<file path="src/rtl/approx_div_ctrl_pkg.sv">
// Shared types, constants and the Mitchell antilog helper for the
// approximate divider controller.
package div_pkg;

   typedef enum logic [2:0] {
      IDLE,
      NORM_A,
      NORM_B,
      CALC,
      OUT
   } state_t;

   // Log value is {k[3:0], f[6:0]}: integer part of log2 above a 7-bit fraction.
   localparam int LOG_W  = 11;
   localparam int FRAC_W = 7;

   localparam logic [15:0] QSAT = 16'hFFFF;

   // Antilog of a signed log difference: 1.f scaled by 2^(integer part).
   // The mantissa carries 7 fraction bits, so an integer part of 7 is a
   // left shift of zero. Results beyond 16 bits saturate; very negative
   // exponents flush to zero.
   function automatic logic [15:0] mitchellAntilog(input logic signed [12:0] logDiff);
      logic signed [5:0] intPart;
      logic [31:0]       mant;
      logic [4:0]        shAmt;
      logic [15:0]       res;
      intPart = logDiff[12:7];
      mant    = {24'd0, 1'b1, logDiff[6:0]};
      shAmt   = 5'd0;
      res     = 16'd0;
      if (intPart < -6'sd8) begin
         res = 16'd0;
      end else begin
         if (intPart >= 6'sd7) begin
            shAmt = 5'(intPart - 6'sd7);
            mant  = mant << shAmt;
         end else begin
            shAmt = 5'(6'sd7 - intPart);
            mant  = mant >> shAmt;
         end
         res = (mant > 32'h0000_FFFF) ? QSAT : mant[15:0];
      end
      return res;
   endfunction

endpackage

</file>
<file path="src/rtl/approx_div_ctrl_if.sv">
// Operand and result handshake bundle between a producer/consumer (master)
// and the divider controller (slave).
interface approx_div_ctrl_if;

   logic        in_valid;
   logic        in_ready;
   logic [15:0] dividend;
   logic [15:0] divisor;
   logic        out_valid;
   logic        out_ready;
   logic [15:0] quotient;
   logic        div_zero;

   modport master (
      output in_valid, dividend, divisor, out_ready,
      input  in_ready, out_valid, quotient, div_zero
   );

   modport slave (
      input  in_valid, dividend, divisor, out_ready,
      output in_ready, out_valid, quotient, div_zero
   );

endinterface

</file>
<file path="src/rtl/approx_div_ctrl_lod_norm.sv">
// Leading-one detector and normaliser: gives the integer log2 (k) and the
// seven bits directly below the leading one (f). A zero input reports k=0,
// f=0 and raises the zero flag.
module lod_norm (
   input  logic [15:0] i_x,
   output logic [3:0]  o_k,
   output logic [6:0]  o_f,
   output logic        o_zero
);

   // Scan upward so the highest set bit wins, then left-justify under it.
   always_comb begin
      o_k = 4'd0;
      for (int i = 0; i < 16; i++) begin
         if (i_x[i]) begin
            o_k = 4'(i);
         end
      end
      o_f    = 7'((i_x << (4'd15 - o_k)) >> 8);
      o_zero = (i_x == 16'd0);
   end

endmodule

</file>
<file path="src/rtl/approx_div_ctrl.sv">
// Sequencing controller for a Mitchell log-domain approximate divider.
// One operand pair per transaction; a single normaliser is shared between
// the dividend (NORM_A) and the divisor (NORM_B). The quotient is formed in
// CALC and presented in OUT until the consumer accepts it.
module approx_div_ctrl #(
   parameter logic signed [7:0] COMP   = 8'sd0,
   parameter int                FRAC_W = 7
) (
   input logic             clk,
   input logic             rst,
   approx_div_ctrl_if.slave bus
);

   import div_pkg::*;

   state_t r_state;
   state_t w_nextState;

   logic [15:0]       r_a;
   logic [15:0]       r_b;
   logic [3:0]        r_ka;
   logic [3:0]        r_kb;
   logic [FRAC_W-1:0] r_fa;
   logic [FRAC_W-1:0] r_fb;
   logic              r_za;
   logic              r_zb;
   logic [15:0]       r_quot;
   logic              r_dz;

   logic [15:0]       w_normIn;
   logic [3:0]        w_k;
   logic [6:0]        w_f;
   logic              w_zero;

   logic [LOG_W-1:0]  w_logA;
   logic [LOG_W-1:0]  w_logB;
   logic signed [12:0] w_diff;
   logic signed [12:0] w_compExt;
   logic signed [12:0] w_logL;
   logic [15:0]       w_quot;

   // The one normaliser looks at the divisor only while in NORM_B.
   assign w_normIn = (r_state == NORM_B) ? r_b : r_a;

   lod_norm u_lodNorm (
      .i_x    (w_normIn),
      .o_k    (w_k),
      .o_f    (w_f),
      .o_zero (w_zero)
   );

   // Log difference with compensation when the fraction subtraction borrows,
   // then antilog; a zero divisor dominates a zero dividend.
   always_comb begin
      w_logA    = {r_ka, r_fa};
      w_logB    = {r_kb, r_fb};
      w_diff    = $signed({2'b00, w_logA}) - $signed({2'b00, w_logB});
      w_compExt = {{5{COMP[7]}}, COMP};
      w_logL    = (r_fa < r_fb) ? (w_diff + w_compExt) : w_diff;
      if (r_zb) begin
         w_quot = QSAT;
      end else if (r_za) begin
         w_quot = 16'd0;
      end else begin
         w_quot = mitchellAntilog(w_logL);
      end
   end

   // State register; reset aborts any transaction in flight.
   always_ff @(posedge clk or posedge rst) begin
      if (rst) begin
         r_state <= IDLE;
      end else begin
         r_state <= w_nextState;
      end
   end

   // Next-state and handshake outputs; only IDLE accepts, only OUT presents.
   always_comb begin
      w_nextState   = r_state;
      bus.in_ready  = 1'b0;
      bus.out_valid = 1'b0;
      case (r_state)
         IDLE: begin
            bus.in_ready = 1'b1;
            if (bus.in_valid) begin
               w_nextState = NORM_A;
            end
         end
         NORM_A: w_nextState = NORM_B;
         NORM_B: w_nextState = CALC;
         CALC:   w_nextState = OUT;
         OUT: begin
            bus.out_valid = 1'b1;
            if (bus.out_ready) begin
               w_nextState = IDLE;
            end
         end
         default: w_nextState = IDLE;
      endcase
   end

   // Operand capture, per-operand log registers and the result register;
   // each is written in exactly one state so the result holds afterwards.
   always_ff @(posedge clk or posedge rst) begin
      if (rst) begin
         r_a    <= 16'd0;
         r_b    <= 16'd0;
         r_ka   <= 4'd0;
         r_kb   <= 4'd0;
         r_fa   <= '0;
         r_fb   <= '0;
         r_za   <= 1'b0;
         r_zb   <= 1'b0;
         r_quot <= 16'd0;
         r_dz   <= 1'b0;
      end else begin
         case (r_state)
            IDLE: begin
               if (bus.in_valid) begin
                  r_a <= bus.dividend;
                  r_b <= bus.divisor;
               end
            end
            NORM_A: begin
               r_ka <= w_k;
               r_fa <= w_f;
               r_za <= w_zero;
            end
            NORM_B: begin
               r_kb <= w_k;
               r_fb <= w_f;
               r_zb <= w_zero;
            end
            CALC: begin
               r_quot <= w_quot;
               r_dz   <= r_zb;
            end
            default: ;
         endcase
      end
   end

   assign bus.quotient = r_quot;
   assign bus.div_zero = r_dz;

endmodule
</file>
<file path="src/flat_wrapper.sv">
// flat-port wrapper written by rule: the top's interface ports become plain ports
module approx_div_ctrl_flat import div_pkg::*;
#(
   parameter logic signed [7:0] COMP   = 8'sd0,
   parameter int                FRAC_W = 7
)
  (clk, rst, bus_in_valid, bus_dividend, bus_divisor, bus_out_ready, bus_in_ready, bus_out_valid, bus_quotient, bus_div_zero);
  approx_div_ctrl_if bus_i ();
  input logic clk;
  input logic rst;
  input wire logic [$bits(bus_i.in_valid)-1:0] bus_in_valid;
  input wire logic [$bits(bus_i.dividend)-1:0] bus_dividend;
  input wire logic [$bits(bus_i.divisor)-1:0] bus_divisor;
  input wire logic [$bits(bus_i.out_ready)-1:0] bus_out_ready;
  output wire logic [$bits(bus_i.in_ready)-1:0] bus_in_ready;
  output wire logic [$bits(bus_i.out_valid)-1:0] bus_out_valid;
  output wire logic [$bits(bus_i.quotient)-1:0] bus_quotient;
  output wire logic [$bits(bus_i.div_zero)-1:0] bus_div_zero;
  assign bus_i.in_valid = bus_in_valid;
  assign bus_i.dividend = bus_dividend;
  assign bus_i.divisor = bus_divisor;
  assign bus_i.out_ready = bus_out_ready;
  assign bus_in_ready = bus_i.in_ready;
  assign bus_out_valid = bus_i.out_valid;
  assign bus_quotient = bus_i.quotient;
  assign bus_div_zero = bus_i.div_zero;
  approx_div_ctrl #(.COMP(COMP), .FRAC_W(FRAC_W)) u_core (.clk(clk), .rst(rst), .bus(bus_i));
endmodule
</file>
<file path="config.mk">
export PLATFORM = sky130hd
export DESIGN_NAME = approx_div_ctrl_flat
export DESIGN_NICKNAME = d
export VERILOG_FILES = /design/src/rtl/approx_div_ctrl_pkg.sv /design/src/rtl/approx_div_ctrl_if.sv /design/src/rtl/approx_div_ctrl_lod_norm.sv /design/src/rtl/approx_div_ctrl.sv /design/src/flat_wrapper.sv
export SDC_FILE = /design/constraint.sdc
export NUM_CORES = 1
export LEC_CHECK = 0
export ABC_AREA = 0
export BUFFER_PORTS_ARGS = -buffer_cell sky130_fd_sc_hd__buf_2
export CORE_MARGIN = 5
export CORE_UTILIZATION = 30
export CTS_BUF_LIST = sky130_fd_sc_hd__clkbuf_16
export DETAILED_ROUTE_END_ITERATION = 10
export PLACE_DENSITY = 0.52
export REMOVE_ABC_BUFFERS = 1
export SLEW_MARGIN = 10
export SYNTH_ARGS = -nofsm -noshare
export SYNTH_HDL_FRONTEND = slang
export SYNTH_SLANG_ARGS = --single-unit
export TNS_END_PERCENT = 20
</file>
<file path="constraint.sdc">
create_clock -name clk -period 6.81 [get_ports clk]
set_input_delay 0.681 -clock clk [delete_from_list [all_inputs] [get_ports clk]]
set_output_delay 0.681 -clock clk [all_outputs]
set_load 0.01 [all_outputs]
</file>
==> summary.txt, run 1 <==
Outcome
  • Status: finished, final reports clean

Setup path
  • WS Path Type: register to register
  • Largest stage delay on the critical path: 0.67 ns
  • CP arrival: 6.20 ns
  • Worst Path Required: 7.03 ns
  • Worst Setup Start Kind: register
  • Largest delay share family, worst path: compound AO/OA/AOI/OAI gates
  • CP cell instances: ha_1 > fa_1 > nand2b_1 > a211oi_1 > o31a_1 > a221o_1 > inv_1 > ha_1 > clkinv_1 > mux2i_1 > mux2_4 > or4b_1 > a211oi_1 > o2bb2ai_1 > a32oi_2 > a2111o_1
  • Slowest CP cell: ha_1
  • CP Max Fanout: 17
  • Bufs and invs on worst path: 2
  • Crit end category: register

Routing
  • Avg WL per Cell: roughly 17 um
  • DRT iter0 DRCs: 337
  • First drt pass iteration count: 6
  • Vias after detailed routing: between 4000 and 5000
  • DRT antenna net count: 0
  • Via-to-Cell Ratio: 5.58
  • Remaining DRCs: 0
  • Post-Route WL: 15100 um

Global route
  • GRT Overall Usage: 0.139
  • First-pass GRT wire length: 24900 um
  • Vias in the first global route: 4921
  • GRT Residual Overflow: 0
  • Largest net degree at the start of global routing: 77
  • Initial antenna violation count: 0

Yosys
  • Ys flop type: dfrtp_1
  • Post-Synth Adder-Cell Area: 0.0396
  • Yosys warning count: 0
  • Main combinational cell family by area after synthesis: compound AO/OA/AOI/OAI gates
  • Top cells by area, synth: dfrtp_1, mux2_2, mux2i_1, a21oi_1, nand2_1
  • Area leader, netlist: dfrtp_1
  • Mux share of post-synthesis cell area: 0.146
  • Mapped Area: 0.00556 mm^2
  • Synth Area in XOR/XNOR: 0.0142
  • Seq/Total Area, Yosys: 0.342
  • Ys async rst share: 1.00
  • Synth top cells by count: dfrtp_1, nand2_1, a21oi_1, nor2_1, o21ai_0
  • Post-synth EDFFs: 0
  • Simple-gate share of the synthesized area: 0.165
  • Unique masters post-synth: 78
  • Syn avg cell area: 8.98 um^2
  • Synth Instances: just over 600
  • Synth top area share: 0.342
  • Synth Area in Compound Gates: 0.251
  • Yosys reg bits: 76
  • Top-count cell post-synth: dfrtp_1

Place
  • Final HPWL DP: between 10000 and 15000 um
  • Inst Count DP: about 900
  • IO buf count: 54
  • GPL Wtd Cong: 0.926
  • Placed cell areas: 0.00602 mm^2

STA
  • Worst-Margin Slew: around 1.1 ns
  • Fin. Hold Viols: 0
  • Highest clock rate: 0.167 GHz
  • Final Cycle Share: 0.879
  • Worst Skew: 0.00883 ns
  • RSZ-0062 raised after global routing: false
  • Post-layout min period: between 5 and 6 ns
  • Rel. slew slack: 0.294
  • Fin. max-slew vios: 0
  • Setup_tns: 0 ns
  • Endpoints failing setup: 0

CTS
  • Number of setup buffers added after CTS: 0
  • Clock latency on the worst-skew pair: 0.34 ns
  • Number of CTS-inserted buffers: 9
  • Clk buf depth: 2
  • Hold Buf Count CTS: 0
  • Root Driver: clkbuf_16
  • CTS sink cnt: 76
  • PostCTS Resize Cnt: 0
  • TritonCTS clock tree: yes
  • Clock transition at the registers of the reported paths: 0.06 ns
  • H-tree depth: 3

Cells and area
  • Fraction of layout cells with a size suffix above 1: 0.210
  • Fin nets: 710
  • Final core area utilization: 0.348
  • Design Area, Final: between 0.006 and 0.007 mm^2
  • Fillers: 1857
  • Number of diodes: 0
  • Non-Filler Instances: 891
  • Area grow syn2layout: 13.1%

Floorplanning
  • Die height: 146 um
  • Ports: 55
  • Number of cell rows: 49
  • Initial cell density of the core: 0.307
  • Die Width: 146 um
  • Die ar.: 0.0214 mm^2
  • Core outline area: 0.0181 mm^2

Job
  • MaxCap Viol Count: 0

Hold path
  • Hold Path Class: register to register
[layout by cell type (no fill, tap or decap), types with 8 or more instances in the layout]
master	n
o22ai_1	8
buf_2	54
nand3_1	14
dfrtp_1	76
mux2i_1	30
o21ai_0	41
a211oi_1	9
ha_1	16
nor3_1	18
inv_1	20
nor2_1	45
clkbuf_16	9
o211ai_1	8
a21oi_1	45
mux2_2	40
a221o_1	14
a31oi_1	16
nand2_1	59
[final cells by class]
type	instances	area, um^2	share of cell area
inverters	24	90.1	0.0143
flip-flops and latches	76	1900	0.302
clock inverters	7	43.8	0.00696
well taps	229	287	0.0456
repair buffers	60	315	0.0501
clock buffers	9	225	0.0358
multi-input cells	486	3430	0.545
[flip-flops by register name (all words and copies together) (netlist names)]
| signal | count |
|---|---|
| u_core.r_kb | 4 |
| u_core.r_zb | 1 |
| u_core.r_fb | 7 |
| u_core.r_ka | 4 |
| u_core.bus.div_zero | 1 |
| u_core.r_za | 1 |
| u_core.r_a | 16 |
| u_core.r_fa | 7 |
| u_core.bus.quotient | 16 |
| u_core.r_b | 16 |
| u_core.r_state | 3 |
[stage by stage]
stage | setup slack [ns] | hold WS (ns)
finish | 0.826 | 0.471
global route | 0.460 | 0.517
CTS | 0.912 | 0.477
detailed placement | 0.942 | 0.463
global placement | 1.11 | 0.466
floorplan | 0.437 | 0.450
[cells by family after synthesis]
logic type / Yosys count
buffers and inverters: 57
DFF: 76
and+or+nand+nor: 188
adders and majority gates: 17
AOI/OAI and AO/OA: 199
muxes: 73
xor gates and xnor gates: 9
[per-layer routing]
metal,share of wire,global-route usage,vias to the layer above,wire [um]
li1,-,-,2404,-
met1,0.43,0.170,2369,6530
met2,0.50,0.244,164,7540
met3,0.046,0.0313,36,690
met4,0.020,0.0409,0,295
met5,0,0,-,0
[tightest hold or removal path, cell delays in order, from the launching register on]
cell     delay (ns)
dfrtp_1        0.34
nand2_1        0.05
nand2_1        0.05
[final timing paths]
| kind | startpoint | to | slack [ns] | cells past startpoint |
|---|---|---|---|---|
| worst max-delay path | u_core.r_fb[0] | u_core.bus.quotient[2] | 0.83 | 16 |
| worst min-delay path | u_core.bus.div_zero | u_core.bus.div_zero | 0.47 | 2 |
| worst max register to register | u_core.r_fb[0] | u_core.bus.quotient[2] | 0.83 | 16 |
| worst min register to register | u_core.bus.div_zero | u_core.bus.div_zero | 0.47 | 2 |
| max in group asynchronous | rst | u_core.r_fa[4] | 5.57 | 3 |
| min in group asynchronous | rst | u_core.r_b[13] | 0.63 | 3 |
Power of run 1 is not shown: default switching activity piles up to over one toggle a cycle in this logic, so the estimate is an artifact.
==> run 2, diff against run 1 <==
HOLD_SLACK_MARGIN = 0.12   (was not set)
REMOVE_ABC_BUFFERS = not set   (was 1)
==> summary.txt, run 2 (synthesized netlist as in run 1, its figures left out) <==
Outcome
  • Status: finished, final reports clean

Floorplanning
  • Core outline area: 0.0181 mm^2
  • Ports: 55
  • Initial cell density of the core: 0.307
  • Die height: 146 um
  • Die Width: between 100 and 150 um
  • Die ar.: 0.0214 mm^2
  • Number of cell rows: 49

Hold path
  • Hold Path Class: register to register

CTS
  • Number of CTS-inserted buffers: 9
  • Clock latency on the worst-skew pair: between 0.3 and 0.4 ns
  • PostCTS Resize Cnt: 0
  • H-tree depth: 3
  • CTS sink cnt: 76
  • TritonCTS clock tree: yes
  • Clock transition at the registers of the reported paths: 0.06 ns
  • Clk buf depth: 2
  • Number of setup buffers added after CTS: 0
  • Root Driver: clkbuf_16
  • Hold Buf Count CTS: 0

STA
  • Worst-Margin Slew: 1.05 ns
  • Rel. slew slack: 0.293
  • Final worst slack: 0.878 ns
  • Setup_tns: 0 ns
  • Fin. max-slew vios: 0
  • Endpoints failing setup: 0
  • Final Cycle Share: 0.871
  • Post-layout min period: 5.93 ns
  • RSZ-0062 raised after global routing: false
  • Highest clock rate: 0.169 GHz
  • Worst Skew: 0.0156 ns
  • Fin. Hold Viols: 0

Job
  • MaxCap Viol Count: 0

Place
  • IO buf count: 54
  • GPL Wtd Cong: 0.904
  • Pre-CTS setup slack: 0.930 ns
  • Final HPWL DP: 11400 um
  • Placed cell areas: 0.00603 mm^2

Global route
  • First-pass GRT wire length: ~25000 um
  • Vias in the first global route: ~4800
  • Initial antenna violation count: 0
  • GRT Overall Usage: 0.140
  • Largest net degree at the start of global routing: just under 80
  • GRT Residual Overflow: 0

Cells and area
  • Final core area utilization: 0.349
  • Fin nets: 711
  • Fraction of layout cells with a size suffix above 1: 0.211
  • Area grow syn2layout: 13.7%
  • Design Area, Final: ~0.0063 mm^2
  • Fillers: 1880
  • Commonest non-fill, non-tap cell in the layout: dfrtp_1
  • Most frequent cells in the layout: dfrtp_1, nand2_1, buf_2
  • Number of diodes: 0

Routing
  • Post-Route WL: 15100 um
  • Via-to-Cell Ratio: 5.57
  • DRT antenna net count: 0
  • Remaining DRCs: 0
  • Vias after detailed routing: between 4000 and 5000
  • DRT iter0 DRCs: 420
  • First drt pass iteration count: 5
  • Avg WL per Cell: 16.9 um

Setup path
  • Worst Path Required: 7.04 ns
  • CP arrival: 6.16 ns
  • CP cell instances: ha_1 > fa_1 > nand2b_1 > a211oi_1 > o31a_1 > a221o_1 > inv_1 > ha_1 > clkinv_1 > mux2i_1 > mux2_4 > or4b_1 > a211oi_1 > o2bb2ai_1 > a32oi_2 > a2111o_1
  • WS Path Type: register to register
  • Largest stage delay on the critical path: 0.67 ns
  • Crit end category: register
  • CP Max Fanout: 17
  • Slowest CP cell: ha_1
  • Worst Setup Start Kind: register

Yosys
  • Post-Syn Nets: ~670
run 2: changes by cell type in the layout (fill, tap and decap cells not counted), sizes merged:
cell	delta
inv	+1
clkinvlp	-1
bufinv	+1
buf	+1
clkinv	-1
run 2: layout make-up:
cell class / instances / area (um^2) / share of cell area
multi-input cells: 486 / 3430 / 0.542
flip-flops and latches: 76 / 1900 / 0.301
repair buffers: 61 / 323 / 0.0511
well taps: 229 / 287 / 0.0453
clock buffers: 9 / 225 / 0.0356
inverters: 24 / 91.3 / 0.0145
clock inverters: 7 / 66.3 / 0.0105
run 2: path summary, 6_finish.rpt:
check	slack, ns	startpoint	to	cells after the start
hold reg to reg	0.47	u_core.bus.div_zero	u_core.bus.div_zero	2
max in group asynchronous	5.54	rst	u_core.r_fb[5]	3
min in group asynchronous	0.62	rst	u_core.bus.div_zero	3
hold / removal	0.47	u_core.bus.div_zero	u_core.bus.div_zero	2
setup / recovery	0.88	u_core.r_fb[0]	u_core.bus.quotient[2]	16
setup reg to reg	0.88	u_core.r_fb[0]	u_core.bus.quotient[2]	16
run 2: per-stage QoR:
stage / cells / hold WS, ns
2_1_floorplan: 619 / 0.450
3_3_place_gp: 876 / 0.464
3_5_place_dp: 876 / 0.459
4_1_cts: 892 / 0.474
5_1_grt: 892 / 0.500
6_report: 892 / 0.468
run 2: metal layers:
metal,routed length (um),share of wire,track usage
met4,471,0.031,0.0635
met3,745,0.050,0.0260
met1,6740,0.45,0.186
met5,0,0,0
met2,7100,0.47,0.223
run 2: critical path, delay by kind of cell, from the launching register on:
family,cells,cell delay (ns)
flip-flops,1,0.38
adder cells (fa/ha/maj),3,1.29
buffers and inverters,2,0.63
multiplexers,2,0.52
AO/OA/AOI/OAI,7,2.33
AND/OR/NAND/NOR,2,0.68
Power of run 2 is left out for the same reason.
